File: src/rtl/branch_pkg.sv
// Shared encodings for the branch unit: branch select, flag select, flag bit positions.
// Pure declarations; no latency and no stall behaviour.
package branch_pkg;

    typedef enum logic [1:0] {
        BS_SEQ     = 2'b00,
        BS_COND    = 2'b01,
        BS_JMP     = 2'b10,
        BS_CALLRET = 2'b11
    } bs_e;

    typedef enum logic [1:0] {
        FSEL_Z = 2'b00,
        FSEL_C = 2'b01,
        FSEL_N = 2'b10,
        FSEL_V = 2'b11
    } fsel_e;

    // Flag register layout {N,C,V,Z}
    localparam int FLAG_Z = 0;
    localparam int FLAG_V = 1;
    localparam int FLAG_C = 2;
    localparam int FLAG_N = 3;

endpackage

File: src/rtl/branch_ras.sv
// Circular return-address stack; a push when full silently replaces the oldest entry.
// Push/pop take effect on the next edge, top is a read of stored state; the caller gates push/pop with its stall.
module branch_ras
    import branch_pkg::*;
#(
    parameter int PC_W      = 8,
    parameter int RAS_DEPTH = 4
) (
    input  logic                         clk,
    input  logic                         rst_n,
    input  logic                         i_push,
    input  logic                         i_pop,
    input  logic [PC_W-1:0]              i_dat,
    output logic [PC_W-1:0]              o_top,
    output logic [$clog2(RAS_DEPTH):0]   o_count,
    output logic                         o_full,
    output logic                         o_empty
);
    localparam int PTR_W = $clog2(RAS_DEPTH);

    logic [PC_W-1:0]  r_mem [RAS_DEPTH];
    logic [PTR_W-1:0] r_ptr;
    logic [PTR_W:0]   r_cnt;
    logic [PTR_W-1:0] w_top_idx;

    assign w_top_idx = r_ptr - PTR_W'(1);
    assign o_top     = r_mem[w_top_idx];
    assign o_count   = r_cnt;
    assign o_full    = (r_cnt == (PTR_W+1)'(RAS_DEPTH));
    assign o_empty   = (r_cnt == '0);

    // Entry storage needs no reset; only the pointer and count define validity.
    always_ff @(posedge clk) begin
        if (i_push)
            r_mem[r_ptr] <= i_dat;
    end

    always_ff @(posedge clk or negedge rst_n) begin
        if (!rst_n) begin
            r_ptr <= '0;
            r_cnt <= '0;
        end else if (i_push) begin
            r_ptr <= r_ptr + PTR_W'(1);
            if (!o_full)
                r_cnt <= r_cnt + (PTR_W+1)'(1);
        end else if (i_pop && !o_empty) begin
            r_ptr <= w_top_idx;
            r_cnt <= r_cnt - (PTR_W+1)'(1);
        end
    end

endmodule

File: src/rtl/branch_control.sv
// Program-counter sequencer with conditional branches, jumps and call/return via a return-address stack.
// All outputs registered, one cycle after the qualifying edge; en=0 stalls PC and stack, flags still load.
module branch_control
    import branch_pkg::*;
#(
    parameter int PC_W      = 8,
    parameter int OFS_W     = 8,
    parameter int RAS_DEPTH = 4
) (
    input  logic             clk,
    input  logic             rst_n,
    input  logic             en,
    input  logic [1:0]       bs,
    input  logic [2:0]       cond,
    input  logic             ret,
    input  logic [OFS_W-1:0] offset,
    input  logic [PC_W-1:0]  target,
    input  logic             flag_we,
    input  logic [3:0]       flags_in,
    output logic [PC_W-1:0]  pc,
    output logic [3:0]       flags_q,
    output logic             flush,
    output logic             ras_ovf,
    output logic             ras_udf
);
    logic [PC_W-1:0]            r_pc;
    logic [3:0]                 r_flags;
    logic                       r_flush;
    logic                       r_ovf;
    logic                       r_udf;

    logic [3:0]                 w_flags_src;
    logic                       w_sel_flag;
    logic                       w_taken;
    logic [PC_W-1:0]            w_ofs_ext;
    logic [PC_W-1:0]            w_pc_nxt;
    logic                       w_redirect;
    logic                       w_push;
    logic                       w_pop;
    logic                       w_ovf_set;
    logic                       w_udf_set;
    logic [PC_W-1:0]            w_ras_top;
    logic [$clog2(RAS_DEPTH):0] w_ras_count;
    logic                       w_ras_full;
    logic                       w_ras_empty;
    logic                       w_unused_cnt;

    // A flag write in the same cycle is forwarded so compare-and-branch pairs need no bubble.
    assign w_flags_src  = flag_we ? flags_in : r_flags;
    assign w_ofs_ext    = PC_W'($signed(offset));
    assign w_taken      = w_sel_flag ^ cond[0];
    assign w_unused_cnt = ^w_ras_count;

    always_comb begin
        w_sel_flag = w_flags_src[FLAG_Z];
        unique case (fsel_e'(cond[2:1]))
            FSEL_Z: w_sel_flag = w_flags_src[FLAG_Z];
            FSEL_C: w_sel_flag = w_flags_src[FLAG_C];
            FSEL_N: w_sel_flag = w_flags_src[FLAG_N];
            FSEL_V: w_sel_flag = w_flags_src[FLAG_V];
        endcase
    end

    always_comb begin
        w_pc_nxt   = r_pc + PC_W'(1);
        w_redirect = 1'b0;
        w_push     = 1'b0;
        w_pop      = 1'b0;
        w_ovf_set  = 1'b0;
        w_udf_set  = 1'b0;
        unique case (bs_e'(bs))
            BS_SEQ: ;
            BS_COND: begin
                if (w_taken) begin
                    w_pc_nxt   = r_pc + w_ofs_ext;
                    w_redirect = 1'b1;
                end
            end
            BS_JMP: begin
                w_pc_nxt   = target;
                w_redirect = 1'b1;
            end
            BS_CALLRET: begin
                w_redirect = 1'b1;
                if (ret) begin
                    // Underflow still redirects (to pc+1) so the pipeline is flushed consistently.
                    if (w_ras_empty) begin
                        w_udf_set = 1'b1;
                    end else begin
                        w_pop    = 1'b1;
                        w_pc_nxt = w_ras_top;
                    end
                end else begin
                    w_push    = 1'b1;
                    w_ovf_set = w_ras_full;
                    w_pc_nxt  = target;
                end
            end
        endcase
    end

    branch_ras #(
        .PC_W      (PC_W),
        .RAS_DEPTH (RAS_DEPTH)
    ) u_ras (
        .clk     (clk),
        .rst_n   (rst_n),
        .i_push  (en & w_push),
        .i_pop   (en & w_pop),
        .i_dat   (r_pc + PC_W'(1)),
        .o_top   (w_ras_top),
        .o_count (w_ras_count),
        .o_full  (w_ras_full),
        .o_empty (w_ras_empty)
    );

    always_ff @(posedge clk or negedge rst_n) begin
        if (!rst_n) begin
            r_pc    <= '0;
            r_flags <= '0;
            r_flush <= 1'b0;
            r_ovf   <= 1'b0;
            r_udf   <= 1'b0;
        end else begin
            if (en)
                r_pc <= w_pc_nxt;
            if (flag_we)
                r_flags <= flags_in;
            r_flush <= en & w_redirect;
            if (en & w_ovf_set)
                r_ovf <= 1'b1;
            if (en & w_udf_set)
                r_udf <= 1'b1;
        end
    end

    assign pc      = r_pc;
    assign flags_q = r_flags;
    assign flush   = r_flush;
    assign ras_ovf = r_ovf;
    assign ras_udf = r_udf;

endmodule

File: config.mk
export PLATFORM = sky130hd
export DESIGN_NAME = branch_control
export DESIGN_NICKNAME = d
export VERILOG_FILES = /design/src/rtl/branch_pkg.sv /design/src/rtl/branch_ras.sv /design/src/rtl/branch_control.sv
export SDC_FILE = /design/constraint.sdc
export NUM_CORES = 1
export LEC_CHECK = 0
export ABC_AREA = 1
export BUFFER_PORTS_ARGS = -buffer_cell sky130_fd_sc_hd__buf_4
export CORE_MARGIN = 2
export CORE_UTILIZATION = 45
export CTS_BUF_LIST = sky130_fd_sc_hd__clkbuf_4 sky130_fd_sc_hd__clkbuf_8
export CTS_CLUSTER_SIZE = 8
export DETAILED_ROUTE_END_ITERATION = 8
export MAX_ROUTING_LAYER = met4
export PLACE_DENSITY = 0.64
export SETUP_SLACK_MARGIN = 0.15
export SLEW_MARGIN = 5
export SYNTH_ARGS = -nofsm -noshare
export SYNTH_HDL_FRONTEND = slang
export SYNTH_SLANG_ARGS = --single-unit
export TNS_END_PERCENT = 5
File: constraint.sdc
create_clock -name clk -period 5.15 [get_ports clk]
set_input_delay 0 -clock clk [delete_from_list [all_inputs] [get_ports clk]]
set_output_delay 0 -clock clk [all_outputs]
set_load 0.005 [all_outputs]
After elaboration in Yosys (flattened, before gate mapping)

Memory sizes are Yosys's and may differ from the RTL's.
Cells that the tools add are included.

Input port bits: 30
Memory bits (writable): 32
Register bits: 20
Memories: 1
Output and inout port bits: 15

Memories:

| name        | words | width | rd ports | clocked after Yosys merged registers in | wr ports | RTL line         | RTL |
|---|---|---|---|---|---|---|---|
| u_ras.r_mem | 4     | 8     | 1        | 0                                       | 1        | branch_ras.sv:21 | `logic [PC_W-1:0] r_mem [RAS_DEPTH];` |

Equality and inequality tests: 8
Bitwise operators: 6
Reduce and logical (&&, ||, !) cells: 7
Mux-type cells: 25
Add/subtract/negate cells: 6

Operators with widths:

| operator              | count |
|---|---|
| $mux W8               | 3 |
| $pmux W8 S3           | 1 |
| $mux W1               | 13 |
| $mux W3               | 3 |
| $add A8 B1 Y8 const B | 1 |
| $add A8 B8 Y8         | 1 |
| $eq A2 B2 Y1 const B  | 4 |
| $and A1 B1 Y1         | 5 |
| $eq A2 B1 Y1 const B  | 2 |
| $mux W2               | 2 |
| $mux W4               | 1 |
| $pmux W1 S4           | 1 |
| $add A3 B1 Y3 const B | 1 |
| $eq A3 B3 Y1 const B  | 1 |
| $logic_not A3 Y1      | 1 |
| $sub A3 B1 Y3 const B | 1 |
| $add A2 B1 Y2 const B | 1 |
| $logic_not A2 Y1      | 1 |
| $ne A2 B2 Y1 const B  | 1 |
| $pmux W1 S2           | 1 |
| $reduce_and A2 Y1     | 1 |
| $reduce_bool A2 Y1    | 1 |
| $reduce_or A2 Y1      | 1 |
| $sub A2 B1 Y2 const B | 1 |
| 3 further kinds       | 3 |

Depth between registers and ports, before layout

Gate-level depths: netlist of run 1.

Depth in word-level cells: 8
Depth in mapped cells: 14

By module

From an unflattened synthesis of run 1, not the netlist that was laid out.

Cells, all modules: 367
Area, all modules: 3223.1 um^2

Modules (own cells, without submodules):

| module         | cells each | area an instance (um^2) | instances |
|---|---|---|---|
| branch_ras     | 132        | 1707.9                  | 1 |
| branch_control | 235        | 1515.2                  | 1 |

Worst setup path after synthesis of run 1

No wires, ideal clock.

Path type: reg-to-reg
Start: reg u_ras.r_ptr[0]
End: reg r_pc[0] (netlist: pc[0])
Path slack: 3.306 ns
Arrival time: 1.731 ns
Setup time: 0.113 ns
Cell stages (with the launch flop): 15
Buffers on the path: 3
Period minus slack after synthesis: 1.844 ns
Data required time: 5.037 ns
Cell sequence: dfrtp_1 -> buf_4 -> inv_2 -> buf_4 -> ha_1 -> buf_2 -> nor2_1 -> o21ai_0 -> nand2_1 -> nand2_1 -> nand3_1 -> a21oi_1 -> nand3_1 -> nand2_1 -> inv_1

Longest elaborated chain between the ends: 5

RTL lines:

| what                     | RTL line              | RTL |
|---|---|---|
| start: declaration       | branch_ras.sv:22      | `logic [PTR_W-1:0] r_ptr;` |
| start signal: assignment | branch_ras.sv:43      | `r_ptr <= r_ptr + PTR_W'(1);` |
| start signal: assignment | branch_ras.sv:47      | `r_ptr <= w_top_idx;` |
| $sub A2 B1 Y2            | branch_ras.sv:26      | `assign w_top_idx = r_ptr - PTR_W'(1);` |
| $mem_v2 Z4 W8            | --                    |  |
| $mux W8                  | branch_control.sv:87  | `if (w_ras_empty) begin` |
| $mux W8                  | branch_control.sv:85  | `if (ret) begin` |
| $pmux W8 S3              | branch_control.sv:71  | `unique case (bs_e'(bs))` |
| end signal: assignment   | branch_control.sv:126 | `r_pc <= w_pc_nxt;` |
| end: declaration         | branch_control.sv:26  | `logic [PC_W-1:0] r_pc;` |

Every way passes these cells.
A chain may end at the register's enable or synchronous reset.

Worst setup path after layout of run 1

Same ends and word-level chain as after synthesis.

==> impl_metrics.toml, run 1 <==
[floorplan]
core.rowCount = 31
dieArea_um2 = 8007
start_util = 0.4582
io_pins = 45
fp.dieH_um = 89.48
core_region_area_um2 = 7176
dieWidth_um = 89.48

[critical_path]
r2r-start = "u_ras.r_ptr[0]$_DFFE_PN0P_"
crit_required_ps = 5350
worst-r2r-cell-count = 12
crit_chain = "inv_2 > ha_1 > inv_1 > nor2_1 > o21ai_0 > nand2_1 > nand2_1 > nand3_1 > a21oi_1 > nand3_1 > nand2_1 > inv_1"
crit_path_start = "u_ras.r_ptr[0]$_DFFE_PN0P_"
cp_data_arrival_time_ps = 2750
start_kind = "register"
end_kind = "register"
slowest_delay_ps = 760
critPathMaxFanout = 20
critPathSlowestCell = "dfrtp_1"
cpMostUsedCell = "nand2_1"
worstSetupPathType = "register to register"

[worst_hold_path]
hold_depth = 5
min_path_type = "primary input to register"
worstHoldStart = "en"

[placed_design]
gp_congestion = 0.8432
io_buffers = 44
dp.cells = 535
hpwl_mm = 5.483
dpl_worst_slack_ps = 2631

[sta]
tns_ps = 0
drv_slew = 0
layout_setup_ws_ps = 2603
hold_violations = 1
finalClockSkew_ps = 10.46
fin_crit_ps = 2547
fin_crit_sh = 0.4945
worst_pin_slew_ps = 835.4
slew_headroom = 0.4410
fmax_mhz = 392.7
rsz0062_at_grt = "false"
hold-worst-slack_ps = -3.473
report.final.setup_viol = 0

[outcome]
status = "finished, violations left"
failed_checks = "negative hold slack"

[synthesis]
muxShareOfSynthArea = 0
syn_nets = 441
synthDistinctLibCells = 37
synth_compound_area_frac = 0.08676
yosysWarnings = 0
synth_top_area_cell = "edfxtp_1"
synth_top_family_by_area = "simple AND/OR/NAND/NOR gates"
yosysSeqAreaShare = 0.4444
async_flop_share = 0.3846
synthSimpleGateAreaFrac = 0.3044
synth_fa_ha_area_frac = 0.05784
netlist_area_um2 = 3288
syn_inst = 397
avgSynthCellArea_um2 = 8.283
synth_area_leaders = "edfxtp_1, dfrtp_1, nand2_1"
synth_top_flop_cell = "edfxtp_1"
synth-edff-count = 32
ys_ff_latch = 52
synth_top_area_share = 0.2922
synthXorXnorAreaFrac = 0.03463

[routing]
ant_nets = 0
vias_per_cell = 5.038
via_count = 2791
wl_per_cell_um = 13.53
drtIter0Drc = 184
firstDrtPassIters = 7
drc = 0
drt-total-wl_mm = 7.495

[grt]
grt_pass1_vias = 2592
antenna_found_initial = 0
grt_max_degree = 21
grtUsageTotal = 0.2096
use_met3 = 0.02493
busiest_layer = "met2"
overflow = 0
grt_use_met2 = 0.3582
grt_pass1_wl_mm = 12.43
grt_util_met1 = 0.2614

[clocking]
tritoncts = "built"
clk_latency_ps = 310
clockBufferDepth = 2
cts_root_buffer = "clkbuf_8"
clk_pin_slew_ps = 100
cts_resized = 0
tritoncts.num_buffers = 5
cts-htree-levels = 2
clock-sinks = 52

[layout]
diodes = 0
mostFrequentLayoutCells = "nand2_1, inv_1, nand3_1, buf_4, edfxtp_1"
multi_input_area_um2 = 1590
drive_gt1_frac = 0.1714
fin_cells = 554
final_common_cell = "nand2_1"
nNetsFinal = 498
area_growth_pct = 19.60
regArea_um2 = 1461
fill_cells = 688

[flow_run]
cap_violations = 0

[power_and_ir_drop]
p_per_area_nw_per_um2 = 383.3
vdd_drop_max_mv = 0.1387
power_mw = 1.507
leakagePower_nw = 1.909
power breakdown:
part           internal [mW]  switching [mW]  total, mW
clock network          0.150           0.135      0.285
logic                  0.253           0.380      0.633
registers              0.513          0.0766      0.589
path summary, 6_finish.rpt:
| kind | slack (ps) | end |
|---|---|---|
| worst max register to register | 2600 | pc[0]$_DFFE_PN0P_ |
| worst min-delay path | -3 | pc[6]$_DFFE_PN0P_ |
| max in group asynchronous | 4820 | pc[0]$_DFFE_PN0P_ |
| worst min register to register | 470 | ras_udf$_DFFE_PN0P_ |
| worst max-delay path | 2600 | pc[0]$_DFFE_PN0P_ |
| min in group asynchronous | 110 | pc[4]$_DFFE_PN0P_ |
cell type report:
class	instances	area share
Sequential cell	52	0.3716
Clock buffer	6	0.01941
Tap cell	99	0.03150
Clock inverter	2	0.008909
Timing Repair Buffer	55	0.1120
Multi-Input combinational cell	286	0.4044
Inverter	54	0.05218
routing by layer:
| metal | wire [um] | up-vias | part of all wire |
|---|---|---|---|
| li1 | - | 1410 | - |
| met1 | 3323 | 1301 | 0.44 |
| met2 | 3787 | 70 | 0.51 |
| met3 | 295 | 10 | 0.039 |
| met4 | 89 | 0 | 0.012 |
| met5 | 0 | - | 0 |
cell usage after synthesis, types with 3 or more instances:
cell type / instances
ha_1: 12
nand2_1: 116
buf_4: 3
o21a_1: 4
nor2_1: 25
nand3_4: 4
nand2_4: 4
o21ai_1: 5
edfxtp_1: 32
inv_1: 48
dfrtp_1: 20
inv_2: 5
nand3_1: 44
xnor2_1: 4
nand2_2: 3
a21oi_1: 20
xor2_1: 9
o21ai_0: 14
timing repair:
action / 4_1_cts / 5_1_grt
endpoints found under the hold margin: 24 / 0
hold buffers: 11 / 0
setup buffers: 0 / 0
per-stage QoR:
step / instance area (um^2) / util
floorplan: 3288 / -
global placement: 3711 / 0.5172
detailed placement: 3711 / 0.5172
CTS: 3933 / 0.5480
global route: 3933 / 0.5480
finish: 3933 / 0.5480
critical path, delay by kind of cell, from the launching register on:
kind	cells	cell delay, ps
buffers and inverters	3	570
flip-flops	1	760
AND/OR/NAND/NOR	6	420
AO/OA/AOI/OAI	2	200
adder cells (fa/ha/maj)	1	500
state kept, by name, summed over array words and instances (netlist names):
| register | flops |
|---|---|
| u_ras.o_count | 3 |
| u_ras.r_mem | 32 |
| ras_ovf | 1 |
| ras_udf | 1 |
| u_ras.r_ptr | 2 |
| pc | 8 |
| flush | 1 |
| flags_q | 4 |
cells by family (layout without fill, tap and decap cells):
family / count (synthesis) / after routing
DFF: 52 / 52
adders and majority gates: 14 / 14
and+or+nand+nor: 209 / 209
AOI/OAI and AO/OA: 50 / 50
buffers and inverters: 59 / 117
xor gates and xnor gates: 13 / 13
Note: power is estimated with default switching activity, not from simulation.
==> inputs of run 2 (changes only) <==
--- a/config.mk
+++ b/config.mk
@@ -13,7 +13,7 @@
 export CTS_CLUSTER_SIZE = 8
 export DETAILED_ROUTE_END_ITERATION = 8
 export MAX_ROUTING_LAYER = met4
-export PLACE_DENSITY = 0.64
+export PLACE_DENSITY = 0.66
 export SETUP_SLACK_MARGIN = 0.15
 export SLEW_MARGIN = 5
 export SYNTH_ARGS = -nofsm -noshare
==> constraint.sdc (replaced) <==
create_clock -name clk -period 2.2 [get_ports clk]
set_input_delay 0 -clock clk [delete_from_list [all_inputs] [get_ports clk]]
set_output_delay 0 -clock clk [all_outputs]
set_load 0.005 [all_outputs]
==> run 2 against run 1 <==
  * Setup slack got worse by 2200 ps
  * First-iteration DRC count shrank 20%
  * Via count shrank 1.0%
  * Hold slack gained 17 ps
  * The flow now finishes without violations
  * Die area is the same
  * Critical path depth down 1
  * Combinational power increased to 2.6 times the previous value
  * Flip-flop and latch count unchanged
  * Cell area is 1.8% higher
  * Largest power group unchanged
  * Non-clock buffer count up 9
==> impl_metrics.toml, run 2 (synthesized netlist as in run 1, its figures left out) <==
[outcome]
status = "finished clean"

[clocking]
clk_pin_slew_ps = 100
cts-htree-levels = 2
clk_latency_ps = 310
cts_root_buffer = "clkbuf_8"
clock-sinks = 52
tritoncts = "built"
clockBufferDepth = 2
tritoncts.num_buffers = 5

[power_and_ir_drop]
power.switching_mw = 1.439
p_per_area_nw_per_um2 = 906.1
comb_power_share = 0.448
vdd_drop_max_mv = 0.3190
pwr-share-clk = 0.188
leakagePower_nw = 1.953
intPower_mw = 2.189
p_sw_frac = 0.3967
power_mw = 3.628
p_seq_frac = 0.364

[routing]
firstDrtPassIters = 4
drtIter0Drc = 147
drt-total-wl_mm = 7.529
drc = 0
via_count = 2762
wl_per_cell_um = 13.37
ant_nets = 0
vias_per_cell = 4.906

[placed_design]
placed_area_um2 = 3779
hpwl_mm = 5.450
gp_congestion = 0.8565
io_buffers = 44

[layout]
area_growth_pct = 21.77
final_common_cell = "nand2_1"
design_area_um2 = 4004
diodes = 0
nNetsFinal = 507
drive_gt1_frac = 0.1918
largest_reg_flops = 32
mostFrequentLayoutCells = "nand2_1, buf_4, inv_1"
regMostFlops = "u_ras.r_mem"

[sta]
fmax_mhz = 545.1
fin_crit_sh = 0.8339
fin_crit_ps = 1835
slew_headroom = 0.5755
hold_violations = 0
drv_slew = 0
tns_ps = 0
rsz0062_at_grt = "false"
worst_pin_slew_ps = 634.3
finalClockSkew_ps = 4.512
hold-worst-slack_ps = 13.70
report.final.setup_viol = 0

[floorplan]
fp.dieH_um = 89.48
dieArea_um2 = 8007
io_pins = 45
core.rowCount = 31
start_util = 0.4582
dieWidth_um = 89.48
core_region_area_um2 = 7176

[critical_path]
worst-path-buf-inv = 2
start_kind = "register"
cpMostUsedCell = "nand2_1"
critPathSlowestCell = "dfrtp_2"
worstSetupPathType = "register to register"
crit_chain = "ha_1 > inv_1 > fa_1 > inv_1 > a21oi_1 > xor2_1 > nand3_1 > nand3_1 > nand2_1 > nand2_1 > nand2_1"
critPathMaxFanout = 5
critPathTopFamily = "adder cells"
end_kind = "register"
cp_data_arrival_time_ps = 2050
crit_required_ps = 2410
slowest_delay_ps = 410

[grt]
grt_pass1_wl_mm = 12.63
grt_pass1_vias = 2644
grt_max_degree = 21
grtUsageTotal = 0.2152
overflow = 0
antenna_found_initial = 0

[flow_run]
cap_violations = 0

[worst_hold_path]
min_path_type = "primary input to register"
run 2: cell types whose count changed in the layout (fill, tap and decap cells not counted), sizes merged:
cell and change:
buf +10, clkbuf -1, clkinv +1, dlygate4sd3 -1
run 2: worst min-delay path, cell delays in order:
cell,delay (ps)
buf_4,110
nand2_1,50
inv_1,40
nand2_1,50
nand2_1,50
run 2: worst paths after layout:
kind / from / end / slack, ps / cells past startpoint
setup / recovery: pc[0]$_DFFE_PN0P_ / pc[4]$_DFFE_PN0P_ / 370 / 11
hold / removal: en / pc[7]$_DFFE_PN0P_ / 10 / 5
setup reg to reg: pc[0]$_DFFE_PN0P_ / pc[4]$_DFFE_PN0P_ / 370 / 11
hold reg to reg: ras_udf$_DFFE_PN0P_ / ras_udf$_DFFE_PN0P_ / 470 / 1
max in group asynchronous: rst_n / pc[0]$_DFFE_PN0P_ / 1850 / 2
min in group asynchronous: rst_n / pc[6]$_DFFE_PN0P_ / 110 / 2
run 2: area by class of cell:
| cell class | instances | area (um^2) |
|---|---|---|
| fill | 665 | 3172 |
| multi-input combinational | 286 | 1590 |
| sequential | 52 | 1463 |
| timing repair buffer | 64 | 505.5 |
| inverter | 54 | 205.2 |
| tap | 99 | 123.9 |
| clock buffer | 5 | 68.82 |
| clock inverter | 3 | 47.55 |
run 2: repair_timing:
| action | in CTS | in global routing |
|---|---|---|
| gates resized for setup | 0 | 1 |
| endpoints found under the hold margin | 24 | 0 |
| buffers inserted | 0 | 1 |
| setup endpoints to repair | 0 | 2 |
| hold buffers | 10 | 0 |
run 2: power groups by stage:
stage               combinational (mW)  sequential [mW]  clock [mW]
finish                            1.63             1.32       0.681
global route                      1.88             1.35       0.729
detailed placement                1.61             1.34           0
floorplan                         1.14             1.33           0
global placement                  1.59             1.34           0
CTS                               1.64             1.32       0.686
run 2: layer usage:
layer | GRT usage | wire length [um] | vias up
met5 | - | 0 | -
met4 | 0.07327 | 165 | 0
met3 | 0.03047 | 214 | 15
met2 | 0.3596 | 3701 | 52
met1 | 0.2681 | 3448 | 1269
li1 | - | - | 1426
run 2: stage by stage:
step / util / setup WS [ps] / std cells
final: 0.5580 / 365.5 / 563
after global routing: 0.5580 / 152.0 / 563
after CTS: 0.5568 / 306.3 / 562
after detailed placement: 0.5266 / 328.1 / 544
after global placement: 0.5266 / 390.7 / 544
after floorplan: - / 355.7 / 397
==> inputs of run 3 (changes only) <==
==> constraint.sdc (replaced) <==
create_clock -name clk -period 1.65 [get_ports clk]
set_input_delay 0 -clock clk [delete_from_list [all_inputs] [get_ports clk]]
set_output_delay 0 -clock clk [all_outputs]
set_load 0.005 [all_outputs]
==> run 3 against run 2 <==
  * The flow now finishes with violations (negative setup slack)
  * Global-route usage grew 1.4 points
  * Cell area is 9.0% higher
  * Hold slack got worse by 8.4 ps
  * Count of clock-buffer cells in the layout unchanged
  * Final cell count up 5.3%
  * Largest cell class unchanged
  * Highest routed layer unchanged
  * Combinational power rose by 71%
  * Register-to-register slack worse by 440 ps
  * Flip-flop and latch count did not move
  * Non-clock buffer count rose by 30
  * Critical path depth down 1
  * Setup slack worse by 440 ps
==> impl_metrics.toml, run 3 (synthesized netlist as in run 1, its figures left out) <==
[sta]
layout_setup_ws_ps = -70.18
finalClockSkew_ps = 7.106
rsz0062_at_grt = "true"
hold_violations = 0
fmax_mhz = 581.3
slew_headroom = 0.6609
report.final.setup_viol = 3
drv_slew = 0
worst_pin_slew_ps = 504.7
fin_crit_ps = 1720
fin_crit_sh = 1.043

[layout]
drive_gt1_frac = 0.2935
largest_reg_flops = 32
area_growth_pct = 32.69
mostFrequentLayoutCells = "nand2_1, buf_4, inv_1"
design_area_um2 = 4363
multi_input_area_um2 = 1715
final_common_cell = "nand2_1"
diodes = 0
regMostFlops = "u_ras.r_mem"
fill_cells = 655
regArea_um2 = 1464
nNetsFinal = 537

[placed_design]
hpwl_mm = 6.011
io_buffers = 44
gp_congestion = 0.8544
placed_area_um2 = 4039

[floorplan]
dieArea_um2 = 8007
start_util = 0.4582
io_pins = 45
core_region_area_um2 = 7176
dieWidth_um = 89.48
fp.dieH_um = 89.48
core.rowCount = 31

[clocking]
clk_pin_slew_ps = 110
tritoncts.num_buffers = 5
postCtsSetupRepairBufs = 0
tritoncts = "built"
cts_root_buffer = "clkbuf_8"
clockBufferDepth = 2
clock-sinks = 52
cts-htree-levels = 2
clk_latency_ps = 310

[power_and_ir_drop]
leakagePower_nw = 2.110
intPower_mw = 3.209
p_seq_frac = 0.327
power_mw = 5.326
vdd_drop_max_mv = 0.4548
p_sw_frac = 0.3974
p_per_area_nw_per_um2 = 1221
power.switching_mw = 2.117
comb_power_share = 0.524
pwr-share-clk = 0.149

[routing]
drc = 0
vias_per_cell = 4.867
drt-total-wl_mm = 8.054
wl_per_cell_um = 13.58
firstDrtPassIters = 4
ant_nets = 0
drtIter0Drc = 166
via_count = 2886

[outcome]
status = "finished, violations left"
failed_checks = "negative setup slack"

[grt]
overflow = 0
antenna_found_initial = 0
grt_max_degree = 21
grt_pass1_vias = 2781
grt_pass1_wl_mm = 13.50
grtUsageTotal = 0.2297

[worst_hold_path]
min_path_type = "primary input to register"

[flow_run]
cap_violations = 0

[critical_path]
cp_data_arrival_time_ps = 1930
critPathMaxFanout = 2
start_kind = "register"
end_kind = "register"
worstSetupPathType = "register to register"
crit_required_ps = 1860
==> run 3: per-stage QoR <==
stage	hold slack, ps	std cells	utilization	TNS, ps	setup slack (ps)
2_1_floorplan	-295.6	397	-	-128.9	-55.31
3_3_place_gp	-89.70	574	0.5629	-230.2	-126.3
3_5_place_dp	-85.99	574	0.5629	-315.0	-151.6
4_1_cts	3.947	593	0.5956	-279.0	-103.4
5_1_grt	58.99	593	0.6080	-1260	-206.4
6_report	5.293	593	0.6080	-165.2	-70.18
==> run 3: critical path, stage by stage (launching register included) <==
cell and delay, ps:
dfrtp_1 410, ha_2 210, inv_2 40, fa_2 340, buf_4 150, xor2_2 110, nand3_1 110, nand3_1 80
nand2_1 60, nand2_2 60, nand2_1 60
==> run 3: what timing repair did <==
item / CTS / global route
pin swaps: 4 / 8
gates resized for setup: 7 / 21
hold buffers: 11 / 0
endpoints found under the hold margin: 25 / 0
endpoints found under the setup margin: 32 / 53
gates cloned: 0 / 0
==> run 3: final timing paths <==
kind / to / startpoint / slack (ps) / cells after the start
min in group asynchronous: pc[3]$_DFFE_PN0P_ / rst_n / 100 / 2
min: pc[6]$_DFFE_PN0P_ / en / 5 / 5
max in group asynchronous: pc[1]$_DFFE_PN0P_ / rst_n / 1290 / 2
min reg2reg: ras_udf$_DFFE_PN0P_ / ras_udf$_DFFE_PN0P_ / 480 / 1
max reg2reg: pc[2]$_DFFE_PN0P_ / pc[0]$_DFFE_PN0P_ / -70 / 10
max: pc[2]$_DFFE_PN0P_ / pc[0]$_DFFE_PN0P_ / -70 / 10
==> run 3: layout make-up <==
type                    count  share of cell area
clock inverters             3            0.006309
repair buffers             94              0.1726
inverters                  54             0.04818
well taps                  99             0.02839
flip-flops and latches     52              0.3355
multi-input cells         286              0.3932
clock buffers               5             0.01577
==> run 3: power by group through the flow <==
stage	clock network [mW]	registers (mW)	logic (mW)
after floorplan	0	1.77	1.63
after global placement	0	1.75	2.63
after detailed placement	0	1.76	2.67
after CTS	0.800	1.73	2.73
after global routing	0.854	1.76	3.18
final	0.795	1.74	2.79
==> run 3: per-layer routing <==
layer | track usage | routed length, um
met5 | - | 0
met4 | 0.07327 | 136
met1 | 0.2923 | 3588
met2 | 0.3886 | 4106
met3 | 0.02031 | 222
